===== config.mk =====
export PLATFORM = sky130hd
export DESIGN_NAME = fan_sample_sched_flat
export DESIGN_NICKNAME = d
export VERILOG_FILES = /design/src/rtl/fan_sample_sched_if.sv /design/src/rtl/fan_sample_sched.sv /design/src/flat_wrapper.sv
export SDC_FILE = /design/constraint.sdc
export NUM_CORES = 1
export LEC_CHECK = 0
export ABC_CLOCK_PERIOD_IN_PS = 8500
export CAP_MARGIN = 20
export CORE_ASPECT_RATIO = 0.5
export CORE_MARGIN = 3
export CORE_UTILIZATION = 55
export DETAILED_ROUTE_END_ITERATION = 8
export GPL_TIMING_DRIVEN = 1
export PLACE_DENSITY = 0.8
export SYNTH_ARGS = -nofsm -noshare
export SYNTH_HDL_FRONTEND = slang
export SYNTH_SLANG_ARGS = --single-unit

===== constraint.sdc =====
create_clock -name clk_i -period 8.5 [get_ports clk_i]
set_input_delay 0.85 -clock clk_i [delete_from_list [all_inputs] [get_ports clk_i]]
set_output_delay 0.85 -clock clk_i [all_outputs]
set_load 0.02 [all_outputs]

===== src/rtl/fan_sample_sched_if.sv =====
// fan_sample_sched_if: ADC conversion handshake between the sample scheduler and the external ADC.
interface fan_sample_sched_if #(
  parameter int ADC_BITWIDTH = 8
);
  logic                    adcStart_o;
  logic [ADC_BITWIDTH-1:0] adcData_i;
  logic                    adcDone_i;
  modport master (output adcStart_o, input adcData_i, adcDone_i);
  modport slave  (input adcStart_o, output adcData_i, adcDone_i);
endinterface


===== src/rtl/fan_sample_sched.sv =====
// fan_sample_sched: periodic ADC conversion scheduler with overrun/timeout checking and PWM clock-enable divider.
module fan_sample_sched #(
  parameter int ADC_BITWIDTH     = 8,
  parameter int PERIOD_BITWIDTH  = 16,
  parameter int PWM_DIV_BITWIDTH = 8,
  parameter int TIMEOUT_CYCLES   = 64
) (
  input  logic                        clk_i,
  input  logic                        rstn_i,
  input  logic                        enable_i,
  input  logic [PERIOD_BITWIDTH-1:0]  samplePeriod_i,
  input  logic [PWM_DIV_BITWIDTH-1:0] pwmDivider_i,
  input  logic                        clearErr_i,
  fan_sample_sched_if.master          adc,
  output logic [ADC_BITWIDTH-1:0]     ADC_value_o,
  output logic                        dataValid_STRB_o,
  output logic                        clk_en_PWM_o,
  output logic                        overrun_o,
  output logic                        timeoutErr_o
);
  localparam int TW = $clog2(TIMEOUT_CYCLES + 1);
  typedef enum logic [1:0] {IDLE, WAIT_TICK, CONVERT} state_e;
  state_e                      state_q, state_d;
  logic [PERIOD_BITWIDTH-1:0]  cnt_q, cnt_d, per_q, per_d, p_in;
  logic [TW-1:0]               tmo_q, tmo_d;
  logic [PWM_DIV_BITWIDTH-1:0] pwm_q, pwm_d;
  logic [ADC_BITWIDTH-1:0]     adc_value_q, adc_value_d;
  logic adc_start_q, adc_start_d, data_valid_q, data_valid_d, clk_en_pwm_q, clk_en_pwm_d;
  logic overrun_q, overrun_d, timeout_err_q, timeout_err_d;
  logic run, tick, in_conv, done, tmo_hit, pwm_wrap;
  always_comb begin
    p_in          = (samplePeriod_i < PERIOD_BITWIDTH'(2)) ? PERIOD_BITWIDTH'(2) : samplePeriod_i;
    run           = state_q != IDLE;
    tick          = run && (cnt_q == per_q - 1'b1);
    in_conv       = state_q == CONVERT;
    done          = in_conv && adc.adcDone_i;
    tmo_hit       = in_conv && (tmo_q == TW'(TIMEOUT_CYCLES));
    pwm_wrap      = pwm_q >= pwmDivider_i;
    state_d       = !enable_i ? IDLE :
                    (state_q == IDLE) ? WAIT_TICK :
                    (state_q == WAIT_TICK) ? (tick ? CONVERT : WAIT_TICK) :
                    ((done || tmo_hit) ? WAIT_TICK : CONVERT);
    cnt_d         = (!enable_i || !run || tick) ? '0 : cnt_q + 1'b1;
    // period is re-latched only at enable and at wrap so mid-period changes wait a period
    per_d         = (!run || tick) ? p_in : per_q;
    tmo_d         = (enable_i && in_conv) ? tmo_q + 1'b1 : '0;
    adc_start_d   = enable_i && (state_q == WAIT_TICK) && tick;
    data_valid_d  = enable_i && done;
    adc_value_d   = data_valid_d ? adc.adcData_i : adc_value_q;
    overrun_d     = (enable_i && in_conv && tick) || (overrun_q && !clearErr_i);
    timeout_err_d = (enable_i && tmo_hit && !done) || (timeout_err_q && !clearErr_i);
    pwm_d         = (!enable_i || pwm_wrap) ? '0 : pwm_q + 1'b1;
    clk_en_pwm_d  = enable_i && pwm_wrap;
  end
  always_ff @(posedge clk_i or negedge rstn_i)
    if (!rstn_i) begin
      state_q       <= IDLE;
      cnt_q         <= '0;
      per_q         <= '0;
      tmo_q         <= '0;
      pwm_q         <= '0;
      adc_value_q   <= '0;
      adc_start_q   <= 1'b0;
      data_valid_q  <= 1'b0;
      clk_en_pwm_q  <= 1'b0;
      overrun_q     <= 1'b0;
      timeout_err_q <= 1'b0;
    end else begin
      state_q       <= state_d;
      cnt_q         <= cnt_d;
      per_q         <= per_d;
      tmo_q         <= tmo_d;
      pwm_q         <= pwm_d;
      adc_value_q   <= adc_value_d;
      adc_start_q   <= adc_start_d;
      data_valid_q  <= data_valid_d;
      clk_en_pwm_q  <= clk_en_pwm_d;
      overrun_q     <= overrun_d;
      timeout_err_q <= timeout_err_d;
    end
  assign adc.adcStart_o      = adc_start_q;
  assign ADC_value_o         = adc_value_q;
  assign dataValid_STRB_o    = data_valid_q;
  assign clk_en_PWM_o        = clk_en_pwm_q;
  assign overrun_o           = overrun_q;
  assign timeoutErr_o        = timeout_err_q;
endmodule


===== src/flat_wrapper.sv =====
// flat-port wrapper written by rule: the top's interface ports become plain ports
module fan_sample_sched_flat 
#(
  parameter int ADC_BITWIDTH     = 8,
  parameter int PERIOD_BITWIDTH  = 16,
  parameter int PWM_DIV_BITWIDTH = 8,
  parameter int TIMEOUT_CYCLES   = 64
)
  (clk_i, rstn_i, enable_i, samplePeriod_i, pwmDivider_i, clearErr_i, ADC_value_o, dataValid_STRB_o, clk_en_PWM_o, overrun_o, timeoutErr_o, adc_adcStart_o, adc_adcData_i, adc_adcDone_i);
  fan_sample_sched_if #(.ADC_BITWIDTH(ADC_BITWIDTH)) adc_i ();
  input  logic clk_i;
  input  logic rstn_i;
  input  logic enable_i;
  input  logic [PERIOD_BITWIDTH-1:0] samplePeriod_i;
  input  logic [PWM_DIV_BITWIDTH-1:0] pwmDivider_i;
  input  logic clearErr_i;
  output logic [ADC_BITWIDTH-1:0] ADC_value_o;
  output logic dataValid_STRB_o;
  output logic clk_en_PWM_o;
  output logic overrun_o;
  output logic timeoutErr_o;
  output wire logic [$bits(adc_i.adcStart_o)-1:0] adc_adcStart_o;
  input wire logic [$bits(adc_i.adcData_i)-1:0] adc_adcData_i;
  input wire logic [$bits(adc_i.adcDone_i)-1:0] adc_adcDone_i;
  assign adc_adcStart_o = adc_i.adcStart_o;
  assign adc_i.adcData_i = adc_adcData_i;
  assign adc_i.adcDone_i = adc_adcDone_i;
  fan_sample_sched #(.ADC_BITWIDTH(ADC_BITWIDTH), .PERIOD_BITWIDTH(PERIOD_BITWIDTH), .PWM_DIV_BITWIDTH(PWM_DIV_BITWIDTH), .TIMEOUT_CYCLES(TIMEOUT_CYCLES)) u_core (.clk_i(clk_i), .rstn_i(rstn_i), .enable_i(enable_i), .samplePeriod_i(samplePeriod_i), .pwmDivider_i(pwmDivider_i), .clearErr_i(clearErr_i), .adc(adc_i), .ADC_value_o(ADC_value_o), .dataValid_STRB_o(dataValid_STRB_o), .clk_en_PWM_o(clk_en_PWM_o), .overrun_o(overrun_o), .timeoutErr_o(timeoutErr_o));
endmodule

==> results of run 1 <==
-- worst max-delay path: stages (launching register included) --
cell	delay (ns)
dfrtp_1	0.43
inv_1	0.10
ha_1	0.23
nor4b_2	0.32
nand3_1	0.19
nor4b_1	0.38
o221ai_2	0.25
o31ai_4	0.92
mux2_2	0.43
-- logic make-up (layout without fill, tap and decap cells) --
| group | Yosys count | in the layout | share of synthesized area |
|---|---|---|---|
| AOI/OAI and AO/OA | 43 | 43 | 0.0844 |
| adders and majority gates | 13 | 13 | 0.0457 |
| xor gates and xnor gates | 45 | 45 | 0.111 |
| and+or+nand+nor | 129 | 129 | 0.204 |
| muxes | 24 | 24 | 0.0837 |
| DFF | 62 | 62 | 0.436 |
| buffers and inverters | 27 | 84 | 0.0355 |
-- metal layers --
metal | vias to the layer above | part of all wire
met5 | - | 0
met4 | 0 | 0.016
met3 | 14 | 0.048
met2 | 67 | 0.51
met1 | 1376 | 0.43
li1 | 1317 | -
-- path summary, 6_finish.rpt --
| path | from | end | cells after the start |
|---|---|---|---|
| worst min-delay path | u_core.overrun_o$_DFF_PN0_ | u_core.overrun_o$_DFF_PN0_ | 1 |
| worst max-delay path | u_core.per_q[0]$_DFFE_PN0P_ | u_core.per_q[14]$_DFFE_PN0P_ | 8 |
| worst min register to register | u_core.overrun_o$_DFF_PN0_ | u_core.overrun_o$_DFF_PN0_ | 1 |
| max in group asynchronous | rstn_i | u_core.cnt_q[5]$_DFF_PN0_ | 2 |
| min in group asynchronous | rstn_i | u_core.per_q[7]$_DFFE_PN0P_ | 2 |
| worst max register to register | u_core.per_q[0]$_DFFE_PN0P_ | u_core.per_q[14]$_DFFE_PN0P_ | 8 |
-- state kept, by name (all words and copies together) (netlist names) --
name                     flops
u_core.cnt_q                16
u_core.adc.adcStart_o        1
u_core.timeoutErr_o          1
u_core.pwm_q                 8
u_core.state_q               2
u_core.per_q                16
u_core.dataValid_STRB_o      1
u_core.clk_en_PWM_o          1
u_core.tmo_q                 7
u_core.overrun_o             1
u_core.ADC_value_o           8
-- power by group through the flow --
stage          Clock (mW)  Combinational (mW)  Sequential [mW]
6_report            0.335              0.0874            0.321
5_1_grt             0.354              0.0967            0.323
4_1_cts             0.341              0.0878            0.321
3_5_place_dp            0              0.0871            0.326
3_3_place_gp            0              0.0839            0.325
2_1_floorplan           0              0.0590            0.319
-- Yosys cell counts (2+ instances only) --
cell,n
nor3_1,20
and3_1,8
nor2_1,20
nor3_2,2
a31o_2,2
mux2i_1,2
nand4b_1,2
nand3b_1,2
clkbuf_1,3
nand3_1,24
nand2_1,17
mux2_4,8
nand4_1,6
inv_1,18
nand2b_1,5
a21oi_1,13
and2_1,4
buf_2,2
nor4b_1,2
dfrtp_1,62
ha_1,13
xnor2_1,23
a21o_1,9
nor4_1,6
mux2_2,14
xor2_1,22
nor2b_1,2
nor3b_1,2
o21ai_0,10
-- cell type report --
type	instances	area share
multi-input combinational	254	0.430
sequential	62	0.354
timing repair buffer	50	0.113
clock buffer	9	0.0514
tap	88	0.0252
inverter	18	0.0154
clock inverter	7	0.0114
-- metrics by stage --
step	hold slack [ns]	worst slack [ns]
2_1_floorplan	0.476	5.83
3_3_place_gp	0.464	5.31
3_5_place_dp	0.476	5.17
4_1_cts	0.487	5.12
5_1_grt	0.517	4.94
6_report	0.487	5.12
==> qor.yml, run 1 <==
finish:
  fin_cells: 488
  multiInputGateArea_sq_mm: 0.00188
  final_common_cell: "dfrtp_1"
  area_growth_syn_to_layout_pct: 23.0
  final-seq-area_sq_mm: 0.00155
  fillers: 458
  final_area_sq_mm: 0.00438
  fin_util: 0.711
  layout-drive-gt1-share: 0.133
  antenna_cells: 0
  layout_common_cells: "62 x dfrtp_1, 48 x clkdlybuf4s50_1, 24 x nand3_1, 23 x xnor2_1, 22 x xor2_1"
  final_nets: 445
yosys:
  async_reset_ff_frac: 1.00
  ys_seq_area_frac: 0.436
  netlist.area_leader.share: 0.436
  synthTopCellsByArea: "dfrtp_1 44%, xnor2_1 5.7%, xor2_1 5.4%"
  netlist_area_sq_mm: 0.00356
  synth_cells: 343
  synth-edff-count: 0
  synth_flop_cell: "dfrtp_1"
  yosys_warnings: 0
  syn_avg_cell_area_sq_um: 10.4
  synth_fp_nets: 393
  synth_cell_type_count: 49
  yosysTopAreaCell: "dfrtp_1"
  synth-seq-cells: 62
sta:
  drv_slew: 0
  worst_pin_slew_ns: 1.02
  finClkSkew_ns: 0.00687
  hold_viol: 0
  finalSetupViolCount: 0
  slew_headroom: 0.323
  fmax_mhz: 296
  grt_setup_unrepaired: "false"
  setup_tns_ns: 0
  period_share: 0.397
  layout_min_cycle_time_ns: 3.38
detailed_routing:
  drcViolationCount: 0
  drt_wl_total_mm: 8.11
  detail_route.vias_per_cell: 5.68
  ant_nets: 0
  routedWlPerCell_microns: 16.6
  vias: 2774
  drtPass1Iterations: 4
  drt_iter0_drc: 222
place:
  gp_congestion: 0.843
  postPlaceCellArea_sq_mm: 0.00410
  io_buffers: 49
  placedCellCount: 472
  hpwl_mm: 5.82
critical_path:
  critical_path_class: "flop to flop"
  cp.required_ns: 8.72
  startpoint_type: "flop"
  reg2reg_slack_ns: 5.12
  end_kind: "flop"
  cp_data_arrival_time_ns: 3.59
  critPathMaxFanout: 16
cts:
  path_clk_slew_ns: 0.05
  cts_buffer_depth: 2
  cts-resized-gates: 0
  htree_levels: 3
  cts-root-buf: "clkbuf_16"
  insertion_delay_ns: 0.33
  cts_inserted_buffers: 9
  post_cts_buffers: 0
  holdBufCountCts: 0
  cts_tree: "yes"
  clock-sinks: 62
floorplan:
  ios: 50
  die-area_sq_mm: 0.00753
  rows: 20
  die_width_microns: 120
  start_util: 0.578
  core_sq_mm: 0.00616
  dieHeight_microns: 62.9
global_route:
  grt.busiest_layer: "met2"
  grt_max_degree: 63
  grtUsageTotal: 0.238
  antenna_found_initial: 0
  use_met1: 0.286
  grt_pass1_vias: 2934
  grt_pass1_wl_mm: 14.2
  grt.met2_usage: 0.404
  grt-ovfl-total: 0
  grtUsageMet3: 0.0778
power:
  p_leak_nw: 1.97
  pwr-share-clk: 0.450
  internal-power_mw: 0.548
  sw_frac_of_total: 0.263
  p_seq_frac: 0.432
  power.total_mw: 0.743
  max-vdd-ir-drop_uv: 124
  powerDensity_mw_per_mm2: 170
  pwr-share-comb: 0.118
  power_switching_mw: 0.196
worst_hold_path:
  min_path_type: "flop to flop"
run_status:
  status: "completed"
job:
  maxCapViolations: 0
Power figures use the tool's default switching activity.
==> inputs of run 2 (changes only) <==
ABC_CLOCK_PERIOD_IN_PS = 2900   (was 8500)
CORE_UTILIZATION = 50   (was 55)
PLACE_DENSITY = 0.77   (was 0.8)
clock period = 2.9 ns   (was 8.5 ns; I/O delays follow)
==> run 2 against run 1 <==
Register-to-register slack lost 5.0 ns. Clock skew decreased by 0.0020 ns. Die area increased by 9.3%. Sequential share of layout area down 1.4 points. Sequential power grew to 3.0 times the previous value. Hold slack lost 0.47 ns. Global-route usage decreased by 3.3 points. Combinational power grew to 3.3 times the previous value. Setup slack got worse by 5.0 ns. Utilization down 3.8 points. Highest routed layer unchanged. Via count up 1.7%.
==> qor.yml, run 2 (synthesis gave the netlist of run 1 again) <==
global_route:
  grt_pass1_vias: 2916  # -0.61%
  grt-ovfl-total: 0  # unchanged
  grt_pass1_wl_mm: 13.5  # -4.8%
  antenna_found_initial: 0  # unchanged
  grt_max_degree: 34  # -46%
  grtUsageTotal: 0.205  # -0.0330
critical_path:
  critPathMaxFanout: 8  # -8
  reg2reg_slack_ns: 0.13  # -4.99 ns
  crit_chain: "nor4_2 -> and3_1 -> o21ai_0 -> o31ai_1 -> nand4_1 -> o31ai_4 -> buf_12 -> buf_6 -> mux2_4"
  r2r_cells: 9  # +1
  cpPeakStageDelay_ns: 0.46  # -0.46 ns
  setup.worst_path.start: "u_core.per_q[11]$_DFFE_PN0P_"
  critical_path_class: "flop to flop"
  cp_data_arrival_time_ns: 2.98  # -0.61 ns
  cp.required_ns: 3.11  # -5.61 ns
  end_kind: "flop"
  critPathSlowestCell: "dfrtp_1"
  r2r-start: "u_core.per_q[11]$_DFFE_PN0P_"
  startpoint_type: "flop"
cts:
  cts-root-buf: "clkbuf_16"
  path_clk_slew_ns: 0.05  # about the same
  htree_levels: 3  # unchanged
  cts_inserted_buffers: 9  # unchanged
  insertion_delay_ns: 0.33  # about the same
  clock-sinks: 62  # unchanged
  holdBufCountCts: 0  # unchanged
  cts_tree: "yes"
  cts_buffer_depth: 2  # unchanged
finish:
  top_regs: "u_core.cnt_q x16, u_core.per_q x16"
  antenna_cells: 0  # unchanged
  final_nets: 457  # +2.7%
  final_area_sq_mm: 0.00456  # +4.2%
  final_common_cell: "dfrtp_1"
  layout-drive-gt1-share: 0.172  # +0.0398
  area_growth_syn_to_layout_pct: 28.2
  layout_common_cells: "60 x dfrtp_1, 48 x clkdlybuf4s50_1, 24 x nand3_1, 22 x xor2_1, 22 x xnor2_1"
place:
  dp_slack_ns: 0.0438  # -5.12 ns
  postPlaceCellArea_sq_mm: 0.00416  # +1.3%
  io_buffers: 49  # unchanged
  hpwl_mm: 5.74  # -1.4%
  gp_congestion: 0.847  # +0.57%
sta:
  finClkSkew_ns: 0.00484  # -0.00204 ns
  worst_pin_slew_ns: 0.717  # -0.299 ns
  setup_tns_ns: 0  # unchanged
  fin_ws_ns: 0.129  # -4.99 ns
  drv_slew: 0  # unchanged
  slew_headroom: 0.522  # +0.199
  hold_viol: 0  # unchanged
  fmax_mhz: 361  # +22%
  layout_min_cycle_time_ns: 2.77  # -0.607 ns
  period_share: 0.955  # +0.558
  finalSetupViolCount: 0  # unchanged
power:
  max-vdd-ir-drop_uv: 288  # +130%
  p_leak_nw: 2.06  # +4.4%
  powerDensity_mw_per_mm2: 496  # +190%
  pwr-share-comb: 0.128  # +0.010
  internal-power_mw: 1.71  # +210%
  p_seq_frac: 0.419  # -0.013
  power_switching_mw: 0.550  # +180%
  sw_frac_of_total: 0.243  # -0.0202
  pwr-share-clk: 0.453  # +0.003
floorplan:
  die-area_sq_mm: 0.00823  # +9.3%
  dieHeight_microns: 65.7  # +4.4%
  rows: 21  # +5.0%
  die_width_microns: 125  # +4.6%
  ios: 50  # unchanged
  start_util: 0.525  # -0.0531
  core_sq_mm: 0.00678  # +10%
detailed_routing:
  drt_wl_total_mm: 8.11  # unchanged
  detail_route.vias_per_cell: 5.60  # -1.6%
  drtPass1Iterations: 4  # unchanged
  ant_nets: 0  # unchanged
  drt_iter0_drc: 189  # -15%
  drcViolationCount: 0  # unchanged
  routedWlPerCell_microns: 16.1  # -3.2%
  vias: 2820  # +1.7%
job:
  maxCapViolations: 0  # unchanged
worst_hold_path:
  min_path_type: "input pin to asynchronous set/reset pin"
run_status:
  status: "completed"
-- run 2: cell count changes in the layout (fill, tap and decap cells not counted), sizes merged --
cell      delta
buf         +12
bufinv       +1
clkbuf       +3
clkinv       -1
clkinvlp     -2
inv          -1
-- run 2: routing by layer --
metal,part of all wire,GRT usage
met5,0,0
met4,0.0070,0.0716
met3,0.044,0.0511
met2,0.51,0.362
met1,0.44,0.249
-- run 2: final cells by class --
type / instances / area [sq um]
well taps: 92 / 115
multi-input cells: 254 / 1930
flip-flops and latches: 62 / 1550
clock buffers: 12 / 236
fillers: 468 / 2220
repair buffers: 62 / 612
clock inverters: 4 / 47.5
inverters: 18 / 67.6
-- run 2: path summary, 6_finish.rpt --
path / to
worst max-delay path: u_core.per_q[2]$_DFFE_PN0P_
worst min-delay path: u_core.per_q[12]$_DFFE_PN0P_
worst max register to register: u_core.per_q[2]$_DFFE_PN0P_
worst min register to register: u_core.overrun_o$_DFF_PN0_
max in group asynchronous: u_core.pwm_q[6]$_DFF_PN0_
min in group clk_i: u_core.overrun_o$_DFF_PN0_
-- run 2: timing repair --
action,4_1_cts,5_1_grt
gates resized for setup,0,14
endpoints found under the setup margin,0,33
setup buffers,0,7
-- run 2: critical path: cells and delay by family, from the launching register on --
family / cells / cell delay [ns]
and+or+nand+nor: 3 / 0.88
buffers and inverters: 2 / 0.29
muxes: 1 / 0.31
DFF: 1 / 0.46
AOI/OAI and AO/OA: 3 / 0.71
-- run 2: stage by stage --
step	total power, mW	util	cells	hold slack [ns]
CTS	2.25	0.655	497	0.0427
finish	2.26	0.673	504	0.0209
global route	2.36	0.673	504	0.0720
detailed placement	1.22	0.613	481	0.391
floorplan	1.11	-	343	-0.00559
global placement	1.21	0.613	481	0.374
-- run 2: power by group through the flow --
stage	Sequential (mW)	Clock, mW	Combinational (mW)
floorplan	0.934	0	0.173
global route	0.952	1.09	0.319
global placement	0.952	0	0.255
finish	0.948	1.02	0.289
detailed placement	0.953	0	0.265
CTS	0.940	1.04	0.268
